File: config.mk
export PLATFORM = sky130hd
export DESIGN_NAME = vga_scan_ctrl
export DESIGN_NICKNAME = d
export VERILOG_FILES = /design/src/rtl/vga_scan_ctrl.sv
export SDC_FILE = /design/constraint.sdc
export NUM_CORES = 1
export LEC_CHECK = 0
export CAP_MARGIN = 10
export CORE_UTILIZATION = 40
export CTS_BUF_LIST = sky130_fd_sc_hd__clkbuf_8 sky130_fd_sc_hd__clkbuf_16
export DETAILED_ROUTE_END_ITERATION = 10
export PLACE_DENSITY = 0.67
export SYNTH_ARGS = -nofsm -noshare
export SYNTH_HDL_FRONTEND = slang
export SYNTH_SLANG_ARGS = --single-unit
File: constraint.sdc
create_clock -name clk -period 4.4 [get_ports clk]
set_clock_uncertainty 0.2 [all_clocks]
set_input_delay 0.44 -clock clk [delete_from_list [all_inputs] [get_ports clk]]
set_output_delay 0.44 -clock clk [all_outputs]
set_load 0.03 [all_outputs]
File: src/rtl/vga_scan_ctrl.sv
// vga_scan_ctrl: 640x480@60 raster scan counters, sync generation and
// registered RGB444 pixel compositor for the VGA connector.
// Optional feature macro: VGA_SCAN_DIV_EN (clk/4 pixel strobe from 100 MHz).
// Ports: clk, rst_n (async, active low), disp (renderer hit for x,y),
//        x/y (scan position), video_on (active area, renderer enable),
//        hsync/vsync (active low, registered), rgb (registered RGB444),
//        frame_tick (one-clk pulse on the frame wrap edge).
module vga_scan_ctrl #(
   parameter int          H_ACTIVE = 640,
   parameter int          H_FP     = 16,
   parameter int          H_SYNC   = 96,
   parameter int          H_BP     = 48,
   parameter int          V_ACTIVE = 480,
   parameter int          V_FP     = 10,
   parameter int          V_SYNC   = 2,
   parameter int          V_BP     = 33,
   parameter logic [11:0] FG_COLOR = 12'hFFF,
   parameter logic [11:0] BG_COLOR = 12'h000
) (
   input  logic        clk,
   input  logic        rst_n,
   input  logic        disp,
   output logic [9:0]  x,
   output logic [9:0]  y,
   output logic        video_on,
   output logic        hsync,
   output logic        vsync,
   output logic [11:0] rgb,
   output logic        frame_tick
);

   localparam int H_TOTAL = H_ACTIVE + H_FP + H_SYNC + H_BP;
   localparam int V_TOTAL = V_ACTIVE + V_FP + V_SYNC + V_BP;

   localparam logic [9:0] H_LAST = 10'(H_TOTAL - 1);
   localparam logic [9:0] V_LAST = 10'(V_TOTAL - 1);
   localparam logic [9:0] H_VIS  = 10'(H_ACTIVE);
   localparam logic [9:0] V_VIS  = 10'(V_ACTIVE);
   localparam logic [9:0] HS_BEG = 10'(H_ACTIVE + H_FP);
   localparam logic [9:0] HS_END = 10'(H_ACTIVE + H_FP + H_SYNC - 1);
   localparam logic [9:0] VS_BEG = 10'(V_ACTIVE + V_FP);
   localparam logic [9:0] VS_END = 10'(V_ACTIVE + V_FP + V_SYNC - 1);

   logic [9:0]  h_cnt;
   logic [9:0]  v_cnt;
   logic        pix_tick;
   logic        h_last;
   logic        v_last;
   logic        hs_raw;
   logic        vs_raw;
   logic [11:0] rgb_next;

`ifdef VGA_SCAN_DIV_EN
   logic [1:0] div;

   always_ff @(posedge clk or negedge rst_n) begin
      if (!rst_n) begin
         div <= 2'd0;
      end else begin
         div <= div + 2'd1;
      end
   end

   // Last clk of each 4-clk pixel period.
   assign pix_tick = (div == 2'd3);
`else
   assign pix_tick = 1'b1;
`endif

   always_comb begin
      h_last   = (h_cnt == H_LAST);
      v_last   = (v_cnt == V_LAST);
      video_on = (h_cnt < H_VIS) && (v_cnt < V_VIS);
      hs_raw   = !((h_cnt >= HS_BEG) && (h_cnt <= HS_END));
      vs_raw   = !((v_cnt >= VS_BEG) && (v_cnt <= VS_END));
      rgb_next = 12'h000;
      if (video_on) begin
         rgb_next = disp ? FG_COLOR : BG_COLOR;
      end
   end

   always_ff @(posedge clk or negedge rst_n) begin
      if (!rst_n) begin
         h_cnt <= 10'd0;
         v_cnt <= 10'd0;
      end else if (pix_tick) begin
         if (h_last) begin
            h_cnt <= 10'd0;
            v_cnt <= v_last ? 10'd0 : v_cnt + 10'd1;
         end else begin
            h_cnt <= h_cnt + 10'd1;
         end
      end
   end

   // Sync is registered alongside rgb so all three share one pixel of delay.
   // frame_tick updates every clk so it lasts exactly one clk, not one pixel.
   always_ff @(posedge clk or negedge rst_n) begin
      if (!rst_n) begin
         hsync      <= 1'b1;
         vsync      <= 1'b1;
         rgb        <= 12'h000;
         frame_tick <= 1'b0;
      end else begin
         frame_tick <= pix_tick && h_last && v_last;
         if (pix_tick) begin
            hsync <= hs_raw;
            vsync <= vs_raw;
            rgb   <= rgb_next;
         end
      end
   end

   assign x = h_cnt;
   assign y = v_cnt;

endmodule

# Word level (Yosys, flattened, before mapping)
# Index checks and enable logic that the tools add are counted.
[op_classes]
addsub = 2
magnitude_cmp = 6
n_eq_ne = 2
muxes = 4
reduce_logical = 6
[ops]
columns = ["cell", "count"]
rows = [
  ["12-bit two-way mux", 2],
  ["10-bit by 1-bit adder with 10-bit output (second input constant)", 2],
  ["10-bit equality test (second input constant)", 2],
  ["10-bit two-way mux", 2],
  ["10-bit >= comparator (second input constant)", 1],
  ["10-bit by 9-bit >= comparator with 1-bit output (second input constant)", 1],
  ["10-bit less-or-equal comparator (second input constant)", 1],
  ["10-bit by 9-bit less-or-equal comparator with 1-bit output (second input constant)", 1],
  ["10-bit < comparator (second input constant)", 1],
  ["10-bit by 9-bit < comparator with 1-bit output (second input constant)", 1],
  ["1-bit logical AND", 4],
  ["1-bit zero test", 2],
]
[word_totals]
ff_bits = 35
inputBits = 3
out_inout_bits = 36
word_cells = 26

# Longest topological paths before layout
# Gate-level depths: netlist of the first run.
[depth]
word_depth = 3
depth_mapped = 6
depth_no_buf = 6

# Least setup slack after synthesis of the first run
# OpenSTA, ideal clock, no wires.
[synth_path]
path_type = "register to register"
start = "reg h_cnt[5], in the netlist x[5]"
end = "reg v_cnt[4], in the netlist y[4]"
setup_time_ps = 73
t_arrival_ps = 1965
t_required_ps = 4127
setup_slack_ps = 2162
path_stages_with_launch = 5
n_path_buf = 0
period_less_slack_ps = 2238
cell_sequence = "dfrtp_1 or4b_4 or3_4 or3_1 a21oi_2"
[synth_between]
elab_chain_cells = 1
[synth_lines]
columns = ["item", "line_no", "source"]
rows = [
  ["start: declaration", "44", "logic [9:0] h_cnt;"],
  ["start signal: assignment", "91", "h_cnt <= h_cnt + 10'd1;"],
  ["10-bit equality test", "71", "h_last = (h_cnt == H_LAST);"],
  ["end signal: assignment", "89", "v_cnt <= v_last ? 10'd0 : v_cnt + 10'd1;"],
  ["end: declaration", "45", "logic [9:0] v_cnt;"],
]
# Every way passes these cells.
# A chain may end at the register's enable or synchronous reset.

# Worst setup path after layout of the first run
[layout_path]
start = "reg v_cnt[5], in the netlist y[5]"
end = "out video_on"
[layout_between]
elab_chain_cells = 2
[layout_lines]
columns = ["item", "line_no", "source"]
rows = [
  ["10-bit by 9-bit < comparator with 1-bit output", "73", "video_on = (h_cnt < H_VIS) && (v_cnt < V_VIS);"],
  ["1-bit logical AND", "73", ""],
  ["end: declaration", "25", "output logic video_on,"],
]
# Every way passes these cells.

==> out/qor.txt, run 1 <==
HPWL Detailed: 1829 um
Fmax achieved: 381.1 MHz
Worst slew pin tran: 1118 ps
Final net count: 157
Die area: 3259 um2
Non-Filler Instances: 180
Post-CTS Setup Repair Bufs: 0
Switch share: 0.2207
Final setup viols: 0
Dominant synthesized flop cell: dfrtp_1
Core Util, Final: 0.5705
WHS Endpoint: y[7]$_DFFE_PN0N_
Element type at the critical path end: output pin
First-pass GRT wire length: 4008 um
CTS root buffer: clkbuf_8
Worst EP required: 3760 ps
Top cells by area, synth: dfrtp_1 45%, buf_4 6.8%, xnor2_1 5.8%, dfstp_2 4.3%, ha_1 4.1%
Setup TNS Final: 0 ps
Initial Util: 0.4326
Failing checks: design-rule violations
WL per Instance: 13.94 um
Cell Count Post-Placement: 176
Clk pwr share: 0.372
Mapped cell area: 1214 um2
Number of cell rows: 19
Kind of start point of the critical path: register
Max-Cap Viols: 0
CP Max Fanout: 6
CP Cell Sequence: and3_1 -> and2_1 -> nor2_1 -> clkdlybuf4s50_1
Cts repair resizes: 0
Later-pin clock latency in the skew report: 260 ps
Reg clk slew, reported paths: 80 ps
Comb power frac: 0.072
Post-Route WL: 2509 um
GR Util All Layers: 0.1592
Flop pwr share: 0.556
Layout cell share with drive strength beyond 1: 0.08054
Initial antenna violation count: 0
Hold Fails Final Rpt: 0
Vias in the first global route: 863
Post-synth ARST share: 1.000
CP max stage delay: 680 ps
Period minus WS final: 2624 ps
Core area: 2805 um2
Min-delay worst type: reg2reg
Synth top area share: 0.4536
GP Congestion: 0.7552
Syn_area_per_cell: 10.20 um2
WP buf/inv: 1
DRC violation count after routing: 13
Kind of critical path: reg2out
Worst IR drop on VDD: 225.9 uV
Pleak: 0.6726 nW
Port-buffer cells: 38
Placed instance area: 1545 um2
PwrDens: 249.8 nW/um2
Fin area: 1600 um2
R2r setup slk: 1780 ps
Post-DRT Antenna Nets: 0
Register-to-Register Path Depth: 4
Die Height: 57.09 um
Clock tree from TritonCTS: yes
TritonCTS sink count: 24
Antenna cells: 0
HP Start: y[7]$_DFFE_PN0N_
RSZ-0062 raised after global routing: no
Max-slew violation total from the final report: 0
Largest net degree at the start of global routing: 25
Worst EP arrival: 1980 ps
CP max stage cell: clkdlybuf4s50_1
P_int: 0.0003115 W
Delay-heaviest family, CP: buffers and inverters
Die Span X: 57.09 um
Register area share after synthesis: 0.4969
R2r startpoint: x[5]$_DFF_PN0_
Via count: 958
I/O pin cnt: 39
Yosys cell types: 30
Drt first-iter violations: 34
Maximum clock insertion buffer count: 2
Post-synth EDFFs: 0
Hold path depth: 1
Detailed Routing Iterations Pass 1: 7
Fin crit share: 0.5963
Outcome: finished with violations
Vias per inst: 5.322
Slew HR: 0.2491
Fillers: 244
Ys Warns: 0
Net count after synthesis: 126
Worst R2R End: y[7]$_DFFE_PN0N_
Yosys top cell by area: dfrtp_1
Cts hold-fix bufs: 0
H-tree Lvls: 1
Inserted Clock Buffers: 3
#FFs+latches synth: 24
NetSw: 0.00008820 W
Total global routing overflow: 0
Synthesized instance count: 119
P&R area growth vs syn: 31.86%
Design Power: 0.0003997 W
[layout by cell type, fill, tap and decap left out, drive strengths merged]
master and instances:
a31o 1, inv 6, or4b 1, o21ai 6
and4 1, clkdlybuf4s50 38, nand4 5, or3 2
or4 1, a21oi 2, nor2 8, dfstp 2
dfrtp 22, xor2 4, nor4 3, nor4bb 1
o21a 1, xnor2 8, and3 4, clkbuf 4
nand3 9, o31ai 1, nand2 9, and2 3
nor3 3, ha 4
[worst reg2reg max path: stages (launching register included)]
cell and delay (ps):
dfrtp_1 460, or4b_4 590, nor3_1 870, nand4_1 220, xnor2_1 180
[worst max-delay path by stage]
stage,depth (start not counted),from,end,slack [ps]
finish,4,y[5]$_DFFE_PN0N_,video_on,1780
global route,4,x[5]$_DFF_PN0_,y[5]$_DFFE_PN0N_,1640
CTS,4,y[5]$_DFFE_PN0N_,video_on,1760
detailed placement,4,x[5]$_DFF_PN0_,y[7]$_DFFE_PN0N_,1850
global placement,4,x[5]$_DFF_PN0_,y[7]$_DFFE_PN0N_,1930
floorplan,4,x[5]$_DFF_PN0_,y[4]$_DFFE_PN0N_,2160
[through the flow]
stage | hold slack, ps | setup WS, ps
6_report | 326.3 | 1776
5_1_grt | 345.4 | 1639
4_1_cts | 326.0 | 1758
3_5_place_dp | 314.1 | 1849
3_3_place_gp | 319.3 | 1934
2_1_floorplan | -55.59 | 2162
[state kept, by name, summed over array words and instances (netlist names)]
| signal | flops |
|---|---|
| rgb | 1 |
| frame_tick | 1 |
| hsync | 1 |
| x | 10 |
| vsync | 1 |
| y | 10 |
[synthesized netlist by cell type (2+ instances only)]
library cell   n
and2_1         2
and3_1         3
buf_4         11
dfrtp_1       22
dfstp_2        2
ha_1           4
inv_1          6
nand2_1        9
nand3_1        9
nand4_1        5
nor2_1         8
nor3_1         3
nor4_1         3
o21ai_0        6
xnor2_1        8
xor2_1         4
[kinds of logic after synthesis]
family                     Yosys count  share of synthesized area
AOI/OAI and AO/OA                   11                    0.05567
adders and majority gates            4                    0.04124
and+or+nand+nor                     50                     0.2289
DFF                                 24                     0.4969
xor gates and xnor gates            12                    0.08660
buffers and inverters               18                    0.09072
[layer usage]
metal / part of all wire / global-route usage / vias up
li1: - / - / 459
met1: 0.44 / 0.2070 / 465
met2: 0.50 / 0.2739 / 32
met3: 0.053 / 0.03401 / 2
met4: 0.0060 / 0.03484 / 0
met5: 0 / 0 / -
[power groups by stage]
stage          combinational (W)  clock, W  sequential, W
3_5_place_dp           0.0000295         0       0.000227
2_1_floorplan          0.0000187         0       0.000227
3_3_place_gp           0.0000292         0       0.000226
4_1_cts                0.0000293  0.000150       0.000222
6_report               0.0000288  0.000149       0.000222
5_1_grt                0.0000305  0.000160       0.000222
[area by class of cell]
| cell class | instances | area (um2) | area share |
|---|---|---|---|
| sequential | 24 | 603.1 | 0.3769 |
| tap | 31 | 38.79 | 0.02424 |
| clock buffer | 4 | 55.05 | 0.03440 |
| multi-input combinational | 77 | 500.5 | 0.3127 |
| timing repair buffer | 38 | 380.4 | 0.2377 |
| inverter | 6 | 22.52 | 0.01407 |
Note: power is estimated with default switching activity, not from simulation.
==> run 2, diff against run 1 <==
==> constraint.sdc (replaced) <==
create_clock -name clk -period 2.7 [get_ports clk]
set_clock_uncertainty 0.2 [all_clocks]
set_input_delay 0.27 -clock clk [delete_from_list [all_inputs] [get_ports clk]]
set_output_delay 0.27 -clock clk [all_outputs]
set_load 0.03 [all_outputs]
==> run 2 against run 1 <==
The flow still finishes with violations (design-rule violations). Flip-flop and latch count is the same. Non-clock buffer count grew 3. Final area grew 1.4%. Critical endpoint unchanged. Largest power group unchanged.
==> out/qor.txt, run 2 (same netlist as run 1, synthesis figures left out) <==
CP max stage delay: 680 ps
Reg clk slew, reported paths: 80 ps
Element type at the critical path end: output pin
HPWL Detailed: 1932 um
Core area: 2805 um2
Setup TNS Final: 0 ps
Worst EP arrival: 1970 ps
Register-to-Register Path Depth: 6
WL per Instance: 13.88 um
Min-delay worst type: in2async
Final setup viols: 0
Vias per inst: 5.186
Cts hold-fix bufs: 0
Initial antenna violation count: 0
CP Cell Sequence: and3_1 -> and2_1 -> nor2_1 -> clkdlybuf4s50_1
Fmax achieved: 409.6 MHz
Slew HR: 0.5380
Routing usage on met2: 0.2672
Fin area: 1623 um2
M3 GR Usage: 0.02948
CTS root buffer: clkbuf_8
WP buf/inv: 1
Kind of start point of the critical path: register
Cts repair resizes: 0
Worst R2R End: y[7]$_DFFE_PN0N_
Fin crit share: 0.9042
R2r setup slk: 470 ps
Failing checks: design-rule violations
Post-DRT Antenna Nets: 0
Period minus WS final: 2441 ps
Drt first-iter violations: 21
Crit path launch: y[5]$_DFFE_PN0N_
Vias in the first global route: 898
P&R area growth vs syn: 33.71%
Detailed Routing Iterations Pass 1: 7
Non-Filler Instances: 183
P_int: 0.0005088 W
Comb power frac: 0.074
Die Span X: 57.09 um
Commonest non-fill, non-tap cell in the layout: clkdlybuf4s50_1
Placed instance area: 1568 um2
Antenna cells: 0
GP Congestion: 0.8026
First-pass GRT wire length: 4243 um
Worst slew pin tran: 690.9 ps
Flop pwr share: 0.555
DRC violation count after routing: 10
Total global routing overflow: 0
PwrDens: 402.2 nW/um2
Port-buffer cells: 38
Clock tree from TritonCTS: yes
R2r startpoint: x[0]$_DFF_PN0_
Switch share: 0.2203
H-tree Lvls: 1
Worst EP required: 2230 ps
Hold Fails Final Rpt: 0
Post-Route WL: 2540 um
CP max stage cell: clkdlybuf4s50_1
Outcome: finished with violations
Max-Cap Viols: 0
Inserted Clock Buffers: 3
Largest net degree at the start of global routing: 16
Most frequent cells in the layout: 38 x clkdlybuf4s50_1, 22 x dfrtp_1, 9 x nand3_1, 9 x nand2_1
Worst IR drop on VDD: 216.9 uV
GRT met1 Usage: 0.2278
NetSw: 0.0001438 W
Delay-heaviest family, CP: buffers and inverters
Top Usage Layer GRT: met2
Kind of critical path: reg2out
RSZ-0062 raised after global routing: no
Die area: 3259 um2
Post-CTS Setup Repair Bufs: 0
TritonCTS sink count: 24
Core Util, Final: 0.5785
I/O pin cnt: 39
Final net count: 160
Initial Util: 0.4326
Later-pin clock latency in the skew report: 260 ps
Pleak: 0.6883 nW
Maximum clock insertion buffer count: 2
Layout cell share with drive strength beyond 1: 0.09868
Cell Count Post-Placement: 179
Number of cell rows: 19
CP Max Fanout: 6
Clk pwr share: 0.371
Via count: 949
Max-slew violation total from the final report: 0
GR Util All Layers: 0.1702
Die Height: 57.09 um
[run 2: cell types whose count changed in the layout (fill, tap and decap cells not counted)]
cell / change
buf_4: +3
[run 2: area by class of cell]
| type | instances | area, um2 |
|---|---|---|
| well taps | 31 | 38.79 |
| clock buffers | 4 | 55.05 |
| multi-input cells | 77 | 500.5 |
| flip-flops and latches | 24 | 603.1 |
| inverters | 6 | 22.52 |
| repair buffers | 41 | 402.9 |
| fillers | 252 | 1182 |
[run 2: worst max path at each step]
stage / to / slack [ps] / cells past startpoint
2_1_floorplan: y[4]$_DFFE_PN0N_ / 460 / 4
4_1_cts: video_on / 250 / 4
6_report: video_on / 260 / 4
3_3_place_gp: video_on / 560 / 4
5_1_grt: video_on / 150 / 4
3_5_place_dp: y[7]$_DFFE_PN0N_ / 490 / 6
[run 2: stage by stage]
step           hold slack (ps)  total power [W]  setup slack [ps]
2_1_floorplan           -225.6        0.0004010             461.6
6_report                 217.6        0.0006526             258.6
3_3_place_gp             315.2        0.0004176             561.2
3_5_place_dp             316.7        0.0004183             491.9
4_1_cts                  238.3        0.0006574             247.8
5_1_grt                  254.7        0.0006789             147.5
[run 2: per-layer routing]
metal / vias to the layer above / wire, um
met1: 448 / 1168
li1: 465 / -
met3: 7 / 90
met4: 0 / 64
met2: 29 / 1217
met5: - / 0
[run 2: power groups by stage]
stage	clock [W]	sequential [W]	combinational, W
2_1_floorplan	0	0.000371	0.0000305
4_1_cts	0.000246	0.000362	0.0000490
3_3_place_gp	0	0.000369	0.0000487
3_5_place_dp	0	0.000369	0.0000491
6_report	0.000242	0.000362	0.0000483
5_1_grt	0.000265	0.000362	0.0000510
==> run 3, diff against run 2 <==
--- a/config.mk
+++ b/config.mk
@@ -5,7 +5,7 @@
 export SDC_FILE = /design/constraint.sdc
 export NUM_CORES = 1
 export LEC_CHECK = 0
-export CAP_MARGIN = 10
+export CAP_MARGIN = 20
 export CORE_UTILIZATION = 40
 export CTS_BUF_LIST = sky130_fd_sc_hd__clkbuf_8 sky130_fd_sc_hd__clkbuf_16
 export DETAILED_ROUTE_END_ITERATION = 10
==> constraint.sdc (replaced) <==
create_clock -name clk -period 3.1 [get_ports clk]
set_clock_uncertainty 0.2 [all_clocks]
set_input_delay 0.31 -clock clk [delete_from_list [all_inputs] [get_ports clk]]
set_output_delay 0.31 -clock clk [all_outputs]
set_load 0.03 [all_outputs]
==> run 3 against run 2 <==
The run still ends with design-rule violations left. First-iteration DRC count rose by 71%. Count of clock-buffer cells in the layout did not move. Die area did not move. Final cell count fell by 0.55%. Hold slack got worse by 24 ps. Largest power group unchanged.
==> out/qor.txt, run 3 (same netlist as run 1, synthesis figures left out) <==
Outcome: finished with violations
Failing checks: design-rule violations
Initial antenna violation count: 0
RSZ-0062 raised after global routing: no
Max-Cap Viols: 0
Initial Util: 0.4326
Worst slew pin tran: 698.8 ps
Worst IR drop on VDD: 237.7 uV
Die Span X: 57.09 um
Pleak: 0.6829 nW
Detailed Routing Iterations Pass 1: 8
Min-delay worst type: in2async
Register-to-Register Path Depth: 4
Cell Count Post-Placement: 178
Core area: 2805 um2
Element type at the critical path end: output pin
Pre-CTS WS: 861.0 ps
Final setup viols: 0
Vias in the first global route: 896
Port-buffer cells: 38
HPWL Detailed: 1913 um
CP Max Fanout: 6
Via count: 963
Post-layout worst setup margin: 637.4 ps
Reg clk slew, reported paths: 80 ps
R2r setup slk: 840 ps
R2r startpoint: x[5]$_DFF_PN0_
PwrDens: 350.9 nW/um2
Layout cell share with drive strength beyond 1: 0.09272
Number of cell rows: 19
Crit path launch: y[5]$_DFFE_PN0N_
Later-pin clock latency in the skew report: 260 ps
First-pass GRT wire length: 4133 um
Hold Fails Final Rpt: 0
Vias per inst: 5.291
GP Congestion: 0.7388
Reg area: 603.1 um2
Die Height: 57.09 um
Period minus WS final: 2463 ps
TritonCTS sink count: 24
I/O pin cnt: 39
Largest net degree at the start of global routing: 25
Most frequent cells in the layout: 38 x clkdlybuf4s50_1, 22 x dfrtp_1, 9 x nand3_1, 9 x nand2_1
Worst R2R End: y[6]$_DFFE_PN0N_
Post-DRT Antenna Nets: 0
Maximum clock insertion buffer count: 2
Antenna cells: 0
Multi-input logic area: 500.5 um2
Slew HR: 0.5299
DRC violation count after routing: 10
Clock tree from TritonCTS: yes
Non-Filler Instances: 182
P&R area growth vs syn: 33.09%
Worst setup path end: video_on
Fin crit share: 0.7944
Kind of critical path: reg2out
Cts repair resizes: 0
Setup TNS Final: 0 ps
H-tree Lvls: 1
CTS root buffer: clkbuf_8
Kind of start point of the critical path: register
Post-Route WL: 2492 um
Drt first-iter violations: 36
Commonest non-fill, non-tap cell in the layout: clkdlybuf4s50_1
Worst EP required: 2590 ps
Max-slew violation total from the final report: 0
Fmax achieved: 406.1 MHz
Inserted Clock Buffers: 3
Final net count: 159
WL per Instance: 13.69 um
Cts hold-fix bufs: 0
Total global routing overflow: 0
Post-CTS Setup Repair Bufs: 0
Die area: 3259 um2
Worst EP arrival: 1950 ps
Fillers: 260
GR Util All Layers: 0.1644
-- run 3: changes by cell type in the layout (fill, tap and decap cells not counted), sizes merged --
cell,previous run,this run
buf,3,2
-- run 3: through the flow --
step                total power [W]  area (um2)  hold WS [ps]  utilization
floorplan                 0.0003493        1214        -185.6            -
global placement          0.0003634        1560         315.5       0.5562
detailed placement        0.0003644        1560         312.4       0.5562
CTS                       0.0005735        1615         212.0       0.5758
global route              0.0005891        1615         215.9       0.5758
finish                    0.0005668        1615         193.2       0.5758
-- run 3: where the power goes --
part / switching, W / internal, W / leakage (nW) / total, W
sequential: 0.00000169 / 0.000314 / 0.312 / 0.000315
clock: 0.0000965 / 0.000113 / 0.0288 / 0.000210
combinational: 0.0000256 / 0.0000163 / 0.342 / 0.0000419
-- run 3: how the worst min path moves through the flow --
stage | start | end | depth (start not counted)
after floorplan | rst_n | frame_tick$_DFF_PN0_ | 0
after global placement | y[8]$_DFFE_PN0N_ | y[8]$_DFFE_PN0N_ | 1
final | rst_n | x[4]$_DFF_PN0_ | 2
after CTS | rst_n | x[4]$_DFF_PN0_ | 2
after global routing | rst_n | y[1]$_DFFE_PN0N_ | 2
after detailed placement | y[7]$_DFFE_PN0N_ | y[7]$_DFFE_PN0N_ | 1
-- run 3: area by class of cell --
type,count,share of cell area
Timing Repair Buffer,40,0.2448
Clock buffer,4,0.03408
Inverter,6,0.01394
Multi-Input combinational cell,77,0.3098
Sequential cell,24,0.3734
Tap cell,31,0.02401
-- run 3: worst max-delay path, stage by stage, from the launching register on --
cell             delay (ps)
dfrtp_1                 450
and3_1                  220
and2_1                  190
nor2_1                  140
clkdlybuf4s50_1         680
-- run 3: per-layer routing --
layer | track usage | vias up | share of wire
met5 | 0 | - | 0
met4 | 0.04181 | 0 | 0.0080
met3 | 0.02041 | 4 | 0.051
met2 | 0.2891 | 32 | 0.50
met1 | 0.2160 | 462 | 0.44
li1 | - | 465 | -
